## config.mk

```make
export PLATFORM = sky130hd
export DESIGN_NAME = console_writer
export DESIGN_NICKNAME = d
export VERILOG_FILES = /design/src/rtl/console_pkg.sv /design/src/rtl/char_fifo.sv /design/src/rtl/console_writer.sv
export SDC_FILE = /design/constraint.sdc
export NUM_CORES = 1
export LEC_CHECK = 0
export ABC_AREA = 1
export BUFFER_PORTS_ARGS = -buffer_cell sky130_fd_sc_hd__clkbuf_2
export CORE_MARGIN = 3
export CORE_UTILIZATION = 59
export CTS_CLUSTER_DIAMETER = 60
export CTS_CLUSTER_SIZE = 12
export DETAILED_ROUTE_END_ITERATION = 7
export PLACE_DENSITY = 0.81
export SETUP_SLACK_MARGIN = 0.2
export SLEW_MARGIN = 40
export SYNTH_ARGS = -nofsm -noshare
export SYNTH_HDL_FRONTEND = slang
export SYNTH_SLANG_ARGS = --single-unit
```

## constraint.sdc

```tcl
create_clock -name clk -period 2.7 [get_ports clk]
set_input_delay 0.135 -clock clk [delete_from_list [all_inputs] [get_ports clk]]
set_output_delay 0.135 -clock clk [all_outputs]
set_load 0.01 [all_outputs]
```

## src/rtl/console_pkg.sv

```systemverilog
// Shared definitions for the console writer: screen geometry, control codes,
// screen-controller print commands, FSM states and the ASCII-to-glyph map.
package console_pkg;

    localparam int COLS = 80;
    localparam int ROWS = 60;

    localparam logic [6:0] COL_LAST = 7'(COLS - 1);
    localparam logic [5:0] ROW_LAST = 6'(ROWS - 1);

    localparam logic [7:0] CC_BS  = 8'h08;
    localparam logic [7:0] CC_LF  = 8'h0A;
    localparam logic [7:0] CC_FF  = 8'h0C;
    localparam logic [7:0] CC_CR  = 8'h0D;
    localparam logic [7:0] CC_DEL = 8'h7F;

    localparam logic [1:0] PR_IDLE  = 2'b00;
    localparam logic [1:0] PR_ADDR  = 2'b01;
    localparam logic [1:0] PR_WRITE = 2'b10;

    typedef enum logic [2:0] {
        ST_IDLE      = 3'd0,
        ST_DECODE    = 3'd1,
        ST_ADDR      = 3'd2,
        ST_WRITE     = 3'd3,
        ST_ADV       = 3'd4,
        ST_CLR_ADDR  = 3'd5,
        ST_CLR_WRITE = 3'd6
    } state_e;

    // Lowercase folds onto uppercase; anything without a glyph becomes blank.
    function automatic logic [5:0] ascii_to_glyph(input logic [7:0] b, input logic [5:0] blank);
        logic [7:0] d;
        if (b >= 8'h20 && b <= 8'h5F) begin
            d = b - 8'h20;
        end else if (b >= 8'h61 && b <= 8'h7A) begin
            d = b - 8'h40;
        end else begin
            d = {2'b00, blank};
        end
        return d[5:0];
    endfunction

    function automatic logic is_control(input logic [7:0] b);
        return (b < 8'h20) || (b == CC_DEL);
    endfunction

endpackage

```

## src/rtl/char_fifo.sv

```systemverilog
// Synchronous FIFO with occupancy count; full/empty derive from the count.
module char_fifo #(
    parameter int DEPTH = 16,
    parameter int WIDTH = 8,
    localparam int AW   = $clog2(DEPTH)
) (
    input  logic             clk,
    input  logic             rst_n,
    input  logic             push,
    input  logic [WIDTH-1:0] wr_data,
    input  logic             pop,
    output logic [WIDTH-1:0] rd_data,
    output logic             full,
    output logic             empty,
    output logic [AW:0]      count
);

    logic [WIDTH-1:0] mem_r [DEPTH];
    logic [AW-1:0]    wr_ptr_r;
    logic [AW-1:0]    rd_ptr_r;
    logic [AW:0]      count_r;
    logic             push_ok_s;
    logic             pop_ok_s;

    assign full      = (count_r == (AW + 1)'(DEPTH));
    assign empty     = (count_r == '0);
    assign count     = count_r;
    assign rd_data   = mem_r[rd_ptr_r];
    assign push_ok_s = push && !full;
    assign pop_ok_s  = pop && !empty;

    // Storage array; contents need no reset since the count gates reads.
    always_ff @(posedge clk) begin
        if (push_ok_s) begin
            mem_r[wr_ptr_r] <= wr_data;
        end
    end

    // Pointers and occupancy; a simultaneous push and pop keeps the count.
    always_ff @(posedge clk or negedge rst_n) begin
        if (!rst_n) begin
            wr_ptr_r <= '0;
            rd_ptr_r <= '0;
            count_r  <= '0;
        end else begin
            if (push_ok_s) wr_ptr_r <= wr_ptr_r + 1'b1;
            if (pop_ok_s)  rd_ptr_r <= rd_ptr_r + 1'b1;
            case ({push_ok_s, pop_ok_s})
                2'b10:   count_r <= count_r + 1'b1;
                2'b01:   count_r <= count_r - 1'b1;
                default: count_r <= count_r;
            endcase
        end
    end

endmodule

```

## src/rtl/console_writer.sv

```systemverilog
// Character-stream front end for the text screen controller: buffers bytes,
// tracks the cursor, decodes control codes and issues latch/write pulses.
module console_writer
    import console_pkg::*;
#(
    parameter int         FIFO_DEPTH = 16,
    parameter logic [5:0] BLANK      = 6'd0
) (
    input  logic        clk,
    input  logic        rst_n,
    input  logic        in_valid,
    output logic        in_ready,
    input  logic [7:0]  in_char,
    output logic [1:0]  print,
    output logic [31:0] x,
    output logic [31:0] y,
    output logic [31:0] char,
    output logic [6:0]  cur_x,
    output logic [5:0]  cur_y,
    output logic        busy
);

    localparam int AW = $clog2(FIFO_DEPTH);

    logic        pop_s;
    logic        full_s;
    logic        empty_s;
    logic [7:0]  fifo_data_s;
    logic [AW:0] fifo_count_s;
    logic [5:0]  adv_y_s;
    logic [1:0]  print_nxt_s;
    state_e      state_r;
    state_e      state_nxt_s;

    logic [7:0]  byte_r;
    logic [6:0]  cur_x_r;
    logic [5:0]  cur_y_r;
    logic [6:0]  x_r;
    logic [5:0]  y_r;
    logic [5:0]  char_r;
    logic [5:0]  clr_end_y_r;
    logic        is_bs_r;
    logic [1:0]  print_r;

    char_fifo #(.DEPTH(FIFO_DEPTH), .WIDTH(8)) u_fifo (
        .clk     (clk),
        .rst_n   (rst_n),
        .push    (in_valid && in_ready),
        .wr_data (in_char),
        .pop     (pop_s),
        .rd_data (fifo_data_s),
        .full    (full_s),
        .empty   (empty_s),
        .count   (fifo_count_s)
    );

    assign in_ready = !full_s;
    assign busy     = (fifo_count_s != '0) || (state_r != ST_IDLE);
    assign print    = print_r;
    assign x        = {25'd0, x_r};
    assign y        = {26'd0, y_r};
    assign char     = {26'd0, char_r};
    assign cur_x    = cur_x_r;
    assign cur_y    = cur_y_r;
    assign adv_y_s  = (cur_y_r == ROW_LAST) ? 6'd0 : cur_y_r + 6'd1;

    // Next-state decode and FIFO pop request.
    always_comb begin
        state_nxt_s = state_r;
        pop_s       = 1'b0;
        case (state_r)
            ST_IDLE: begin
                if (!empty_s) begin
                    pop_s       = 1'b1;
                    state_nxt_s = ST_DECODE;
                end else begin
                    state_nxt_s = ST_IDLE;
                end
            end
            ST_DECODE: begin
                if (!is_control(byte_r)) begin
                    state_nxt_s = ST_ADDR;
                end else if (byte_r == CC_LF) begin
                    state_nxt_s = ST_ADV;
                end else if (byte_r == CC_BS) begin
                    state_nxt_s = (cur_x_r == 7'd0 && cur_y_r == 6'd0) ? ST_IDLE : ST_ADDR;
                end else if (byte_r == CC_FF) begin
                    state_nxt_s = ST_CLR_ADDR;
                end else begin
                    state_nxt_s = ST_IDLE;
                end
            end
            ST_ADDR:     state_nxt_s = ST_WRITE;
            ST_WRITE: begin
                if (!is_bs_r && cur_x_r == COL_LAST) begin
                    state_nxt_s = ST_ADV;
                end else begin
                    state_nxt_s = ST_IDLE;
                end
            end
            ST_ADV:      state_nxt_s = ST_CLR_ADDR;
            ST_CLR_ADDR: state_nxt_s = ST_CLR_WRITE;
            ST_CLR_WRITE: begin
                if (x_r == COL_LAST && y_r == clr_end_y_r) begin
                    state_nxt_s = ST_IDLE;
                end else begin
                    state_nxt_s = ST_CLR_ADDR;
                end
            end
            default:     state_nxt_s = ST_IDLE;
        endcase
    end

    // The print command follows the state being entered so it is registered.
    always_comb begin
        case (state_nxt_s)
            ST_ADDR, ST_CLR_ADDR:   print_nxt_s = PR_ADDR;
            ST_WRITE, ST_CLR_WRITE: print_nxt_s = PR_WRITE;
            default:                print_nxt_s = PR_IDLE;
        endcase
    end

    // State, cursor and write-port registers; x/y double as the clear counter.
    always_ff @(posedge clk or negedge rst_n) begin
        if (!rst_n) begin
            state_r     <= ST_IDLE;
            byte_r      <= 8'd0;
            cur_x_r     <= 7'd0;
            cur_y_r     <= 6'd0;
            x_r         <= 7'd0;
            y_r         <= 6'd0;
            char_r      <= 6'd0;
            clr_end_y_r <= 6'd0;
            is_bs_r     <= 1'b0;
            print_r     <= PR_IDLE;
        end else begin
            state_r <= state_nxt_s;
            print_r <= print_nxt_s;
            case (state_r)
                ST_IDLE: begin
                    if (pop_s) byte_r <= fifo_data_s;
                end
                ST_DECODE: begin
                    if (!is_control(byte_r)) begin
                        x_r     <= cur_x_r;
                        y_r     <= cur_y_r;
                        char_r  <= ascii_to_glyph(byte_r, BLANK);
                        is_bs_r <= 1'b0;
                    end else if (byte_r == CC_LF || byte_r == CC_CR) begin
                        cur_x_r <= 7'd0;
                    end else if (byte_r == CC_BS) begin
                        if (cur_x_r != 7'd0) begin
                            cur_x_r <= cur_x_r - 7'd1;
                            x_r     <= cur_x_r - 7'd1;
                            y_r     <= cur_y_r;
                            char_r  <= BLANK;
                            is_bs_r <= 1'b1;
                        end else if (cur_y_r != 6'd0) begin
                            cur_x_r <= COL_LAST;
                            cur_y_r <= cur_y_r - 6'd1;
                            x_r     <= COL_LAST;
                            y_r     <= cur_y_r - 6'd1;
                            char_r  <= BLANK;
                            is_bs_r <= 1'b1;
                        end
                    end else if (byte_r == CC_FF) begin
                        cur_x_r     <= 7'd0;
                        cur_y_r     <= 6'd0;
                        x_r         <= 7'd0;
                        y_r         <= 6'd0;
                        char_r      <= BLANK;
                        clr_end_y_r <= ROW_LAST;
                    end
                end
                ST_WRITE: begin
                    if (!is_bs_r) begin
                        cur_x_r <= (cur_x_r == COL_LAST) ? 7'd0 : cur_x_r + 7'd1;
                    end
                end
                ST_ADV: begin
                    cur_y_r     <= adv_y_s;
                    x_r         <= 7'd0;
                    y_r         <= adv_y_s;
                    char_r      <= BLANK;
                    clr_end_y_r <= adv_y_s;
                end
                ST_CLR_WRITE: begin
                    if (x_r == COL_LAST) begin
                        if (y_r != clr_end_y_r) begin
                            x_r <= 7'd0;
                            y_r <= y_r + 6'd1;
                        end
                    end else begin
                        x_r <= x_r + 7'd1;
                    end
                end
                default: begin
                end
            endcase
        end
    end

endmodule

```

==> summary.txt <==
Detailed routing
  • Vias: 7995
  • Avg WL per Cell: ~16 um
  • TritonRoute pass-1 iters: 6
  • Routed wl met2: 10900 um
  • Vias per inst: about 5.6
  • Initial DRC count: 881
  • Post-route antenna net violation count: 0
  • WL met3: 2000 um
  • Top sig layer: met4
  • Drt drc: 0
  • Post-Route WL: between 20000 and 25000 um
  • M1 WL: 9480 um

Floorplan
  • Initial Utilization: 0.612
  • Num rows: 47
  • Die ar.: 19100 um2
  • I/O pin count: 124
  • Core area: ~17000 um2
  • Die height: 138 um
  • Die Wd: 138 um

GRT
  • Initial antenna violation count: 0
  • Largest net degree at the start of global routing: 68
  • Vias in the first global route: 7470
  • GRT overflow: 0
  • First-pass GRT wire length: approximately 37000 um
  • Gr usage total: 0.237

Yosys
  • Post-synth EDFFs: approximately 130
  • Mean Syn Cell Area: about 8.9 um2
  • Number of synthesized register bits: between 150 and 200
  • Top FF cell, synth: edfxtp_1
  • Distinct cells, synth: 46
  • Post-Synthesis Cells: 1152
  • Synth area leaders: edfxtp_1 37%, dfrtp_1 16%, nand2_1 10%, buf_4 5.9%, nor2_1 5.8%
  • Synthesized area: between 10000 and 15000 um2
  • Async S/R FF share, synth: 0.337
  • Register area share after synthesis: 0.531
  • Area leader, netlist: edfxtp_1
  • YS warnings: 0
  • Yosys top cell area share: 0.373

Critical path
  • Critical path arrival: 2.62 ns
  • WP data required: 3.02 ns
  • CP Class: flip-flop to flip-flop
  • Worst Reg-to-Reg Cells: 13
  • Slowest CP cell: dfrtp_1
  • CP peak stage delay: 0.48 ns
  • Startpoint types: flip-flop
  • Critical-path cell list: nor3_4 > nand2_1 > inv_2 > ha_4 > inv_1 > fa_1 > inv_1 > a21oi_1 > nor2_1 > nor2_1 > nand2_1 > nand3_1 > xor2_1
  • Worst setup EP type: flip-flop
  • CP max FO: 5

Min path
  • Worst Hold Depth: 1
  • HP Class: input pin to flip-flop

Cells and area
  • Most frequent cells in the layout: 275 x nand2_1, 158 x nor2_1, 128 x edfxtp_1, 97 x o21ai_0, 80 x nand3_1
  • Nets: approximately 1200
  • Share of cells above drive strength 1: 0.130
  • Commonest non-fill, non-tap cell in the layout: nand2_1
  • Fin cells: ~1400
  • Synth-to-Final Area Change: 9.40%
  • Number of diodes: 0

STA
  • FMAX: 435 MHz
  • Final Setup Violations: 0
  • Setup_tns: 0 ns
  • Max-slew violations: 0
  • Worst slew pin tran: 0.616 ns
  • Setup Skew: ~0.012 ns
  • Period minus WS final: between 2 and 2.5 ns
  • Final Hold Viols: 0
  • Final hold slack: 0.136 ns
  • Unrepaired setup endpoints after global routing: false
  • Final period util: 0.851
  • Max-slew headroom: 0.587

Status
  • Status: completed

CTS
  • Clock Latency Late Sink: roughly 0.44 ns
  • H-tree depth: 4
  • CTS tree: built
  • CTS Buf Count: 17
  • CTS clock-pin slew for the worst setup and hold paths: 0.07 ns
  • Clk buf depth: 2
  • Root Buffer: clkbuf_16
  • CTS sink count: 193

Power
  • Leakage: 4.94 nW
  • VDD IR max: 0.000739 V
  • PD cells: ~1100 nW/um2
  • Design Power: 11.9 mW

Placement
  • Placed Cells incl. Taps: 1404
  • Buffers on Ports: 46
  • Post-DP HPWL: 15000 um
  • GPL Wtd Cong: 0.931

Run
  • Max-Cap Viols: 0
[final timing paths]
kind / slack (ns) / to / start
worst max-delay path: 0.40 / u_fifo.count[4] / state_r[0]
worst min-delay path: 0.14 / u_fifo.mem_r[14][6] / in_char[6]
worst max register to register: 0.40 / u_fifo.count[4] / state_r[0]
worst min register to register: 0.48 / char_r[1] / char_r[1]
max in group asynchronous: 1.98 / cur_x[0] / rst_n
min in group asynchronous: 0.19 / byte_r[0] / rst_n
[worst max-delay path: cells and delay by family, from the launching register on]
kind / cells / cell delay, ns
compound gates: 1 / 0.06
xor+xnor: 1 / 0.14
fa+ha+maj: 2 / 0.52
buf+inv: 3 / 0.26
flops: 1 / 0.48
simple gates: 6 / 0.72
[metal layers]
layer	track usage	up-vias
met3	0.0456	34
met1	0.330	3734
met5	0	-
met4	0.0754	0
met2	0.380	404
li1	-	3823
[report_power, final]
| part | switching, mW | internal (mW) |
|---|---|---|
| sequential | 0.460 | 3.68 |
| clock | 1.26 | 1.45 |
| combinational | 3.45 | 1.64 |
[metrics by stage]
stage / utilization / cell area (um2) / worst slack (ns)
2_1_floorplan: - / 10600 / 0.219
3_3_place_gp: 0.627 / 10500 / 0.276
3_5_place_dp: 0.627 / 10500 / 0.166
4_1_cts: 0.667 / 11200 / 0.246
5_1_grt: 0.670 / 11300 / 0.209
6_report: 0.670 / 11300 / 0.402
[flip-flops by register name (all words and copies together) (netlist names)]
name and count:
byte_r 8, char_r 6, clr_end_y_r 6, cur_x 7, cur_y 6, is_bs_r 1
print 2, state_r 3, u_fifo.count 5, u_fifo.mem_r 128, u_fifo.rd_ptr_r 4, u_fifo.wr_ptr_r 4
x_r 7, y_r 6
[timing repair]
item	CTS	global route
pin swaps	0	1
resized for setup	2	6
hold buffers	2	0
endpoints found under the setup margin	1	1
endpoints found under the hold margin	31	0
buffers inserted	0	1
[cell type report]
type | count | area, um2
multi-input combinational | 845 | 4100
timing repair buffer | 75 | 480
tap | 220 | 275
sequential | 193 | 5470
clock inverter | 15 | 229
clock buffer | 17 | 425
inverter | 74 | 283
fill | 1294 | 5550
[synth_stat cells (5+ instances only)]
cell type  number
nand3_1        80
buf_4          81
buf_2          16
nor2_2          8
o211ai_1       33
ha_1           17
edfxtp_1      128
nand2_2         8
dfrtp_1        65
nor2_1        158
nand2_1       277
nand3_2         7
a21oi_1        14
o21ai_0        97
inv_1          60
o21ai_1         6
inv_2          10
nor2_4          5
nand4_1        15
clkbuf_1       16
xor2_1         14
[cell families after synthesis]
group	Yosys count	share of synthesized area
multiplexers	1	0.000972
buffers and inverters	190	0.102
other	1	0.000364
adder cells (fa/ha/maj)	18	0.0226
AND/OR/NAND/NOR	569	0.238
XOR/XNOR	16	0.0136
AO/OA/AOI/OAI	164	0.0909
flip-flops	193	0.531
(Power assumes the default switching activity.)
